<file path="src/rtl/ir_grid_scanner_pkg.sv">
// Shared definitions for the IR break-beam grid scanner and the VGA box logic that consumes ir_out.
package ir_grid_pkg;

    localparam int GRID_ROWS  = 5;
    localparam int GRID_COLS  = 5;
    localparam int GRID_CELLS = GRID_ROWS * GRID_COLS;

    typedef enum logic [1:0] {
        IDLE   = 2'd0,
        DRIVE  = 2'd1,
        SAMPLE = 2'd2,
        DONE   = 2'd3
    } scan_state_t;

    function automatic int idx(input int r, input int c);
        return r * GRID_COLS + c;
    endfunction

    // Active-low one-hot row drive for row r.
    function automatic logic [GRID_ROWS-1:0] row_drive_n(input logic [2:0] r);
        return ~(GRID_ROWS'(1) << r);
    endfunction

endpackage

</file>
<file path="src/rtl/ir_grid_scanner_debounce.sv">
// Per-cell debouncer: the held state flips only after DEBOUNCE_CNT consecutive disagreeing samples.
module ir_cell_debounce #(
    parameter int DEBOUNCE_CNT = 3
) (
    input  logic clk,
    input  logic resetn,
    input  logic sample_en,
    input  logic sample_n,
    output logic state,
    output logic state_next
);

    logic [2:0] count;
    logic [2:0] count_next;

    always_comb begin
        state_next = state;
        count_next = count;
        if (sample_en) begin
            if (sample_n == state) begin
                count_next = '0;
            end else if ((count + 3'd1) == 3'(DEBOUNCE_CNT)) begin
                state_next = ~state;
                count_next = '0;
            end else begin
                count_next = count + 3'd1;
            end
        end
    end

    always_ff @(posedge clk or negedge resetn) begin
        if (!resetn) begin
            state <= 1'b1;
            count <= '0;
        end else begin
            state <= state_next;
            count <= count_next;
        end
    end

endmodule

</file>
<file path="src/rtl/ir_grid_scanner.sv">
// Row-scanning 5x5 IR break-beam reader with per-cell debounce and frame-coherent active-low output.
// Optional sticky trace of broken beams when TRACE_LATCH_EN is defined.
module ir_grid_scanner
    import ir_grid_pkg::*;
#(
    parameter int SETTLE_CYCLES = 4,
    parameter int DEBOUNCE_CNT  = 3
) (
    input  logic                  clk,
    input  logic                  resetn,
    input  logic                  scan_en,
    input  logic                  clear,
    input  logic [GRID_COLS-1:0]  col_sense_n,
    output logic [GRID_ROWS-1:0]  row_sel_n,
    output logic [GRID_CELLS-1:0] ir_out,
    output logic                  frame_done
);

    localparam int          SW          = $clog2(SETTLE_CYCLES + 1);
    localparam logic [SW-1:0] SETTLE_LAST = SW'(SETTLE_CYCLES - 1);
    localparam logic [2:0]  LAST_ROW    = 3'(GRID_ROWS - 1);

    scan_state_t           state;
    logic [2:0]            row;
    logic [SW-1:0]         settle_cnt;
    logic [GRID_COLS-1:0]  col_meta;
    logic [GRID_COLS-1:0]  col_sync;
    logic [GRID_ROWS-1:0]  sample_row;
    logic [GRID_CELLS-1:0] deb_state;
    logic [GRID_CELLS-1:0] deb_next;
    logic [GRID_CELLS-1:0] publish;

    always_ff @(posedge clk or negedge resetn) begin
        if (!resetn) begin
            col_meta <= '1;
            col_sync <= '1;
        end else begin
            col_meta <= col_sense_n;
            col_sync <= col_meta;
        end
    end

    always_comb begin
        sample_row = '0;
        if (state == SAMPLE) begin
            sample_row[row] = 1'b1;
        end
    end

    for (genvar r = 0; r < GRID_ROWS; r++) begin : g_row
        for (genvar c = 0; c < GRID_COLS; c++) begin : g_col
            ir_cell_debounce #(
                .DEBOUNCE_CNT(DEBOUNCE_CNT)
            ) u_cell (
                .clk        (clk),
                .resetn     (resetn),
                .sample_en  (sample_row[r]),
                .sample_n   (col_sync[c]),
                .state      (deb_state[idx(r, c)]),
                .state_next (deb_next[idx(r, c)])
            );
        end
    end

`ifdef TRACE_LATCH_EN
    logic [GRID_CELLS-1:0] trace;
    logic [GRID_CELLS-1:0] trace_base;

    // clear wins over the old contents, but cells that are low right now re-set at once.
    assign trace_base = clear ? '0 : trace;
    assign publish    = ~(trace_base | ~deb_next);

    always_ff @(posedge clk or negedge resetn) begin
        if (!resetn) begin
            trace <= '0;
        end else begin
            trace <= trace_base | ~deb_state;
        end
    end
`else
    logic unused_inputs;
    assign unused_inputs = clear ^ (^deb_state);
    assign publish       = deb_next;
`endif

    // The last row's sample lands on the same edge that publishes, hence deb_next above.
    always_ff @(posedge clk or negedge resetn) begin
        if (!resetn) begin
            state      <= IDLE;
            row        <= '0;
            settle_cnt <= '0;
            row_sel_n  <= '1;
            frame_done <= 1'b0;
            ir_out     <= '1;
        end else begin
            frame_done <= 1'b0;
            case (state)
                IDLE: begin
                    if (scan_en) begin
                        state      <= DRIVE;
                        row        <= '0;
                        settle_cnt <= '0;
                        row_sel_n  <= row_drive_n(3'd0);
                    end
                end
                DRIVE: begin
                    if (settle_cnt == SETTLE_LAST) begin
                        state <= SAMPLE;
                    end else begin
                        settle_cnt <= settle_cnt + SW'(1);
                    end
                end
                SAMPLE: begin
                    if (row == LAST_ROW) begin
                        state      <= DONE;
                        row_sel_n  <= '1;
                        frame_done <= 1'b1;
                        ir_out     <= publish;
                    end else begin
                        state      <= DRIVE;
                        row        <= row + 3'd1;
                        settle_cnt <= '0;
                        row_sel_n  <= row_drive_n(row + 3'd1);
                    end
                end
                DONE: begin
                    if (scan_en) begin
                        state      <= DRIVE;
                        row        <= '0;
                        settle_cnt <= '0;
                        row_sel_n  <= row_drive_n(3'd0);
                    end else begin
                        state <= IDLE;
                    end
                end
                default: state <= IDLE;
            endcase
        end
    end

endmodule

</file>
<file path="config.mk">
export PLATFORM = sky130hd
export DESIGN_NAME = ir_grid_scanner
export DESIGN_NICKNAME = d
export VERILOG_FILES = /design/src/rtl/ir_grid_scanner_pkg.sv /design/src/rtl/ir_grid_scanner_debounce.sv /design/src/rtl/ir_grid_scanner.sv
export SDC_FILE = /design/constraint.sdc
export NUM_CORES = 1
export LEC_CHECK = 0
export BUFFER_PORTS_ARGS = -buffer_cell sky130_fd_sc_hd__buf_4
export CORE_MARGIN = 5
export CORE_UTILIZATION = 40
export CTS_CLUSTER_SIZE = 40
export DETAILED_ROUTE_END_ITERATION = 12
export PLACE_DENSITY_LB_ADDON = 0.08
export SLEW_MARGIN = 30
export SYNTH_ARGS = -nofsm -noshare
export SYNTH_HDL_FRONTEND = slang
export SYNTH_HIERARCHICAL = 1
export SYNTH_SLANG_ARGS = --single-unit
</file>
<file path="constraint.sdc">
create_clock -name clk -period 3.4 [get_ports clk]
set_clock_uncertainty 0.1 [all_clocks]
set_input_delay 0.68 -clock clk [delete_from_list [all_inputs] [get_ports clk]]
set_output_delay 0.68 -clock clk [all_outputs]
set_load 0.02 [all_outputs]
</file>
## Word level (Yosys, flattened, before mapping)

Index checks and enable logic that the tools add are counted.

| operators by class | value |
|---|---|
| add/subtract/negate cells | 27 |
| magnitude comparators | 2 |
| equal/unequal tests | 60 |
| shift operators | 1 |
| multiplexer cells | 144 |
| bitwise gates (word level) | 26 |
| reductions and logical operators | 9 |

Operators with widths:

| cell | number |
|---|---|
| 2-to-1 mux 3 bit | 54 |
| adder 3 x 1 -> 3 bit, second input constant | 27 |
| 2-to-1 mux 1 bit | 79 |
| == test 3 x 2 -> 1 bit, second input constant | 26 |
| == test 1 bit | 25 |
| NOT 1 bit | 25 |
| 2-to-1 mux 5 bit | 3 |
| case mux 5 bit (2 select lines) | 1 |
| case mux 3 bit (3 select lines) | 1 |
| inequality test 2 bit, second input constant | 4 |
| case mux 2 bit (4 select lines) | 1 |
| 2-to-1 mux 2 bit | 3 |
| case mux 3 bit (2 select lines) | 1 |
| AND reduction 2 bit | 3 |
| AND reduction 3 bit | 2 |
| NOT 5 bit | 1 |
| << shifter 1 x 3 -> 5 bit, first input constant | 1 |
| == test 2 bit, second input constant | 2 |
| less-than comparator 3 x 4 -> 1 bit, second input constant | 1 |
| demux 1 bit (select 3 bit) | 1 |
| == test 3 bit, second input constant | 1 |
| >= comparator 3 x 1 -> 1 bit, second input constant | 1 |
| == test 2 x 1 -> 1 bit, second input constant | 1 |
| zero test 2 bit | 1 |
| other kinds (4) | 4 |

| word-level totals | value |
|---|---|
| flip-flop bits (word level) | 149 |
| bits of input ports | 9 |
| output and inout port bits | 31 |
| word-level logic and storage cells | 327 |

## Depth between registers and ports, before layout

Gate-level depths: netlist (run 1).

| depth | value |
|---|---|
| depth after elaboration | 6 |
| gate-level depth with buffers | 11 |
| gate-level depth less buffers | 10 |

## Hierarchy

Netlist (run 1), hierarchy kept.

By module, submodules not included:

| module | instances | cells an instance | area each (um2) | seq. area each (um2) |
|---|---|---|---|---|
| ir_cell_debounce | 25 | 22 | 232.7 | 101.3 |
| ir_grid_scanner | 1 | 211 | 2170.8 | 1276.2 |

## Least setup slack after synthesis (run 1)

No wires, ideal clock.

| timing path | value |
|---|---|
| path type | reg-to-reg |
| start | register, netlist name state[0] |
| end | register ir_out[20] |
| setup time | 0.076 ns |
| data arrival time | 2.866 ns |
| data required time | 3.224 ns |
| slack | 0.358 ns |
| cell stages (with the launch flop) | 11 |
| buffers on the path | 1 |
| period minus slack after synthesis | 3.042 ns |
| cell sequence | dfrtp_1 inv_1 ha_1 buf_6 nand2_1 nor3_1 nand2_1 nor2_1 mux2_4 nand2_1 nand2_1 |

RTL lines:

| item | line | text |
|---|---|---|
| end signal, assigned | ir_grid_scanner.sv:118 | `ir_out <= publish;` |
| end, declared | ir_grid_scanner.sv:15 | `output logic [GRID_CELLS-1:0] ir_out,` |

==> results.toml, run 1 <==
[status]
status = "completed"

[yosys]
yosysWarnings = 6
syn_nets = 833
synth_top_flop_cell = "dfrtp_1"
ys_seq_area_frac = 0.4769
synth-edff-count = 0
synth_seq_cells = 149
synthCells = 761
synth_area_per_cell_um2 = 10.50
netlist_area_um2 = 7989
synthDistinctLibCells = 40
synthArstFlopShare = 1.000

[timing]
fin_crit_ps = 2664
fin_crit_sh = 0.7835
setup_violations = 0
relSlewSlack = 0.6042
slew_viol_final = 0
max_freq_mhz = 375.4
fin_hold_ws_ps = 144.5
worstMarginPinSlew_ps = 593.7
setup_tns_ps = 0
grt_setup_unrepaired = "no"
hold_viol_final = 0

[floorplan]
core.rowCount = 51
die_w_um = 151.3
dieArea_um2 = 22900
io_pins = 40
core_um2 = 19590
die_y_um = 151.3
start_util = 0.4078

[place]
io_buffers = 38
globalplace.congestion = 0.7949
dpl.cell_count = 1066
dp_hpwl_um = 10530

[hold_path]
hold_class = "in2async"

[critical_path]
crit_chain = "inv_1 -> ha_1 -> nor2b_1 -> nand2_1 -> nor2_1 -> buf_4 -> nand2_1 -> nor2_1 -> mux2_4 -> nand2_1 -> nand2_1"
path_class = "reg2reg"
reg2regPathDepth = 11
crit_path_frequent_cell = "nand2_1"
regToRegEndpoint = "ir_out[15]"
start_kind = "flop"
ff2ff_setup_slack_ps = 740
cp_data_arrival_time_ps = 2910
worstPathRequired_ps = 3650
rr_startpoint = "state[0]"
critPathSlowestCell = "dfrtp_1"
cp_max_fo = 30
end_kind = "flop"
max_stage_delay_ps = 460

[global_routing]
grt_max_degree = 60
antenna_found_initial = 0
grt-ovfl-total = 0
grt_usage = 0.1475
grt_pass1_vias = 5587
grt_pass1_wl_um = 26880

[cells_and_area]
layout_common_cells = "nand2_1, dfrtp_1, inv_1, dfstp_2, ha_1"
final_cells = 1098
n_antenna_cell = 0
area_delta_synth_final_pct = 15.58
drive_gt1_frac = 0.2077
layout_commonest_cell = "nand2_1"
nNetsFinal = 892
fin_util = 0.4714
fillers = 1833

[drt]
detail_route.iter0.violations = 311
detail_route.wirelength_um = 15630
route.detailed.drc = 0
antenna_left = 0
routedWlPerCell_um = 14.23
first_pass_iters = 4
route.vias.total = 5365
avgViaCountPerCell = 4.886

[clocking]
h-tree-depth = 4
clock_path_buffers = 2
cts.repair.resized = 0
insertion_delay_ps = 410
clockRootBuffer = "clkbuf_16"
clkTransAtPathRegs_ps = 60
cts_tree = "done"
post_cts_buffers = 0
cts.sinks = 149
cts_buffers = 17
ctsHoldBuffers = 0

[power_and_ir_drop]
p_leak_uw = 0.004344
max-vdd-ir-drop_v = 0.0003045
power_density_nw_per_um2 = 678.8

[job]
max-cap-violations = 0
## final cells by class
class | count | area [um2] | area share
Clock inverter | 9 | 126.4 | 0.01369
Clock buffer | 23 | 467.9 | 0.05068
Multi-Input combinational cell | 521 | 3810 | 0.4126
Timing Repair Buffer | 48 | 376.6 | 0.04079
Sequential cell | 149 | 3810 | 0.4126
Tap cell | 265 | 331.6 | 0.03591
Inverter | 83 | 311.5 | 0.03374
## flip-flops by register name, indices dropped and copies added, names as in the netlist
| signal | cells |
|---|---|
| row | 3 |
| g_row.g_col.u_cell/count | 75 |
| col_meta | 5 |
| state | 2 |
| frame_done | 1 |
| ir_out | 25 |
| settle_cnt | 3 |
| g_row.g_col.u_cell/state | 25 |
| col_sync | 5 |
| row_sel_n | 5 |
## through the flow
| step | total power [uW] | area, um2 | setup slack (ps) |
|---|---|---|---|
| after detailed placement | 4393 | 8640 | 707.2 |
| after floorplan | 3893 | 7989 | 358.4 |
| after CTS | 6365 | 9234 | 686.9 |
| after global placement | 4260 | 8640 | 783.5 |
| final | 6268 | 9234 | 736.0 |
| after global routing | 6721 | 9234 | 536.6 |
## critical path: cells and delay by family, from the launching register on
| family | cells | cell delay [ps] |
|---|---|---|
| adders and majority gates | 1 | 360 |
| buffers and inverters | 2 | 440 |
| DFF | 1 | 460 |
| muxes | 1 | 330 |
| and+or+nand+nor | 7 | 900 |
## metal layers
layer / GRT usage / up-vias / wire length [um]
li1: - / 2661 / -
met1: 0.1879 / 2645 / 7382
met2: 0.2527 / 49 / 7658
met3: 0.03112 / 10 / 426
met4: 0.04261 / 0 / 161
met5: 0 / - / 0
## synthesized netlist by cell type (26+ instances only)
library cell	instances	area, um2
dfstp_2	65	1708
nand2b_1	28	175.2
o32ai_1	26	227.7
dfrtp_1	84	2102
xor2_1	50	437.9
ha_1	63	788.3
inv_1	82	307.8
nor2_1	29	108.9
nor2b_1	26	162.7
nand2_1	132	495.5
mux2i_1	26	260.3
## power by group
part | switching (uW) | total [uW] | leakage, uW | internal [uW]
Combinational | 972 | 1720 | 0.00225 | 752
Sequential | 367 | 2620 | 0.00181 | 2260
Clock | 728 | 1920 | 0.000291 | 1190
Total | 2070 | 6270 | 0.00434 | 4200
## how the worst max path moves through the flow
stage	startpoint	end	slack, ps	cells after the start
after CTS	state[0]	ir_out[15]	690	11
after floorplan	state[0]	ir_out[20]	360	10
after global placement	state[0]	ir_out[19]	780	11
after global routing	state[0]	ir_out[18]	540	11
final	state[0]	ir_out[15]	740	11
after detailed placement	state[0]	ir_out[15]	710	11
## cells by family (layout without fill, tap and decap cells)
kind of cell               after synthesis  in the layout  synth area share
AOI/OAI and AO/OA                      101            101           0.09585
muxes                                   51             51           0.07956
adders and majority gates               63             63           0.09867
xor gates and xnor gates                50             50           0.05482
DFF                                    149            149            0.4769
and+or+nand+nor                        256            256            0.1474
buffers and inverters                   91            163           0.04683
(Power assumes the default switching activity.)
==> run 2: changes to the inputs <==
==> constraint.sdc (replaced) <==
create_clock -name clk -period 2.5 [get_ports clk]
set_clock_uncertainty 0.1 [all_clocks]
set_input_delay 0.5 -clock clk [delete_from_list [all_inputs] [get_ports clk]]
set_output_delay 0.5 -clock clk [all_outputs]
set_load 0.02 [all_outputs]
==> run 2 against run 1 <==
  * Clock-buffer cell count increased by 6
  * Sequential power grew 36%
  * Utilization rose by 0.36 points
  * Critical endpoint is now ir_out[16]
  * Register-to-register slack worse by 450 ps
  * Critical path depth fell by 1
  * Largest power group unchanged
  * Via count shrank 0.28%
  * Sequential share of layout area shrank 0.31 points
==> results.toml, run 2 (synthesized netlist as in run 1, its figures left out) <==
[cells_and_area]
design_area_um2 = 9304
layout_common_cells = "nand2_1, dfrtp_1, inv_1, dfstp_2, ha_1"
reg_top3 = "g_row.g_col.u_cell/count x75, g_row.g_col.u_cell/state x25, ir_out x25"
n_antenna_cell = 0
layout_commonest_cell = "nand2_1"
largest_reg_flops = 75
area_delta_synth_final_pct = 16.46
fin_util = 0.4749
nNetsFinal = 899
drive_gt1_frac = 0.2119
top_register = "g_row.g_col.u_cell/count"

[power_and_ir_drop]
swShare = 0.3324
comb_power_share = 0.290
p_int_uw = 5612
p_switching_uw = 2794
seqPwrFrac = 0.424
p_clk_frac = 0.286
p_leak_uw = 0.004378
power_density_nw_per_um2 = 903.6
max-vdd-ir-drop_v = 0.0004698
finalPower_uw = 8407

[timing]
fin_hold_ws_ps = 89.92
fin_crit_sh = 0.8862
relSlewSlack = 0.6572
grt_setup_unrepaired = "no"
max_freq_mhz = 451.4
slew_viol_final = 0
fin_crit_ps = 2215
setup_violations = 0
worstMarginPinSlew_ps = 514.2
hold_viol_final = 0

[critical_path]
critPathSlowestCell = "dfrtp_1"
end_kind = "flop"
critical_path.startpoint = "state[1]"
regToRegEndpoint = "ir_out[16]"
worstPathRequired_ps = 2740
max_stage_delay_ps = 450
path_class = "reg2reg"
crit_chain = "ha_1 -> nor2b_2 -> nand2_1 -> nor2_1 -> buf_4 -> nand2_1 -> nor2_1 -> mux2_4 -> nand2_1 -> nand2_1"
cp_data_arrival_time_ps = 2460
start_kind = "flop"
ff2ff_setup_slack_ps = 280
worst-path-buf-inv = 1
rr_startpoint = "state[1]"
path_delay_family = "simple AND/OR/NAND/NOR gates"
cp_num_cells = 10
endpoint = "ir_out[16]"
cp_max_fo = 19
reg2regPathDepth = 10
crit_path_frequent_cell = "nand2_1"

[global_routing]
grt-ovfl-total = 0
grt_max_degree = 58
grt_pass1_wl_um = 26550
grt_pass1_vias = 5633
antenna_found_initial = 0
grt_usage = 0.1460

[clocking]
clockRootBuffer = "clkbuf_16"
cts_tree = "done"
insertion_delay_ps = 420
clock_path_buffers = 2
cts.sinks = 149
h-tree-depth = 4
cts_buffers = 17
clkTransAtPathRegs_ps = 60

[hold_path]
hold_class = "in2reg"

[floorplan]
core_um2 = 19590
dieArea_um2 = 22900
start_util = 0.4078
core.rowCount = 51
io_pins = 40
die_w_um = 151.3
die_y_um = 151.3

[drt]
detail_route.iter0.violations = 237
route.detailed.drc = 0
detail_route.wirelength_um = 15550
first_pass_iters = 4
route.vias.total = 5350
antenna_left = 0
avgViaCountPerCell = 4.842
routedWlPerCell_um = 14.07

[place]
dp_hpwl_um = 10720
placed_area_um2 = 8735
globalplace.congestion = 0.7652
io_buffers = 38

[status]
status = "completed"

[job]
max-cap-violations = 0
[run 2: cell types whose count changed in the layout (fill, tap and decap cells not counted), sizes merged]
cell	before	now
dlygate4sd3	0	1
clkinv	5	3
bufinv	3	0
buf	48	54
clkinvlp	1	0
clkbuf	23	29
[run 2: metal layers]
layer,GRT usage,vias to the layer above,routed length (um)
li1,-,2679,-
met1,0.1817,2612,7246
met2,0.2509,44,7725
met3,0.03022,15,343
met4,0.05168,0,234
met5,0,-,0
[run 2: timing repair]
action,4_1_cts,5_1_grt
setup endpoints to repair,0,4
hold endpoints to repair,32,0
hold buffers,1,0
gates resized for setup,0,1
buffers inserted,0,0
[run 2: worst min path at each step]
stage | to | slack [ps] | startpoint | depth (start not counted)
after global routing | col_meta[2] | 70 | col_sense_n[2] | 1
final | col_meta[3] | 90 | col_sense_n[3] | 1
after global placement | col_sync[0] | 250 | col_meta[0] | 0
after detailed placement | col_sync[1] | 250 | col_meta[1] | 0
after floorplan | frame_done | 100 | resetn | 0
after CTS | col_meta[3] | 60 | col_sense_n[3] | 1
[run 2: layout make-up]
class	count	area (um2)
well taps	265	331.6
repair buffers	55	481.7
flip-flops and latches	149	3810
clock buffers	29	541.8
inverters	83	311.5
clock inverters	3	15.01
fillers	1806	10290
multi-input cells	521	3812
[run 2: worst reg2reg max path: cells and delay by family (launching register included)]
kind / cells / cell delay (ps)
mux: 1 / 330
fa+ha+maj: 1 / 220
simple gates: 7 / 800
buf+inv: 1 / 240
flops: 1 / 450
[run 2: power groups by stage]
stage	Clock (uW)	Combinational (uW)	Sequential, uW
floorplan	0	1720	3580
CTS	2500	2470	3570
detailed placement	0	2450	3600
global placement	0	2310	3550
global route	2580	2780	3650
finish	2400	2440	3570
[run 2: through the flow]
step | setup slack [ps] | TNS (ps) | cells
after floorplan | -250.9 | -4170 | 761
after global placement | 241.0 | 0 | 1072
after detailed placement | 210.2 | 0 | 1072
after CTS | 189.7 | 0 | 1105
after global routing | 54.80 | 0 | 1105
final | 284.6 | 0 | 1105
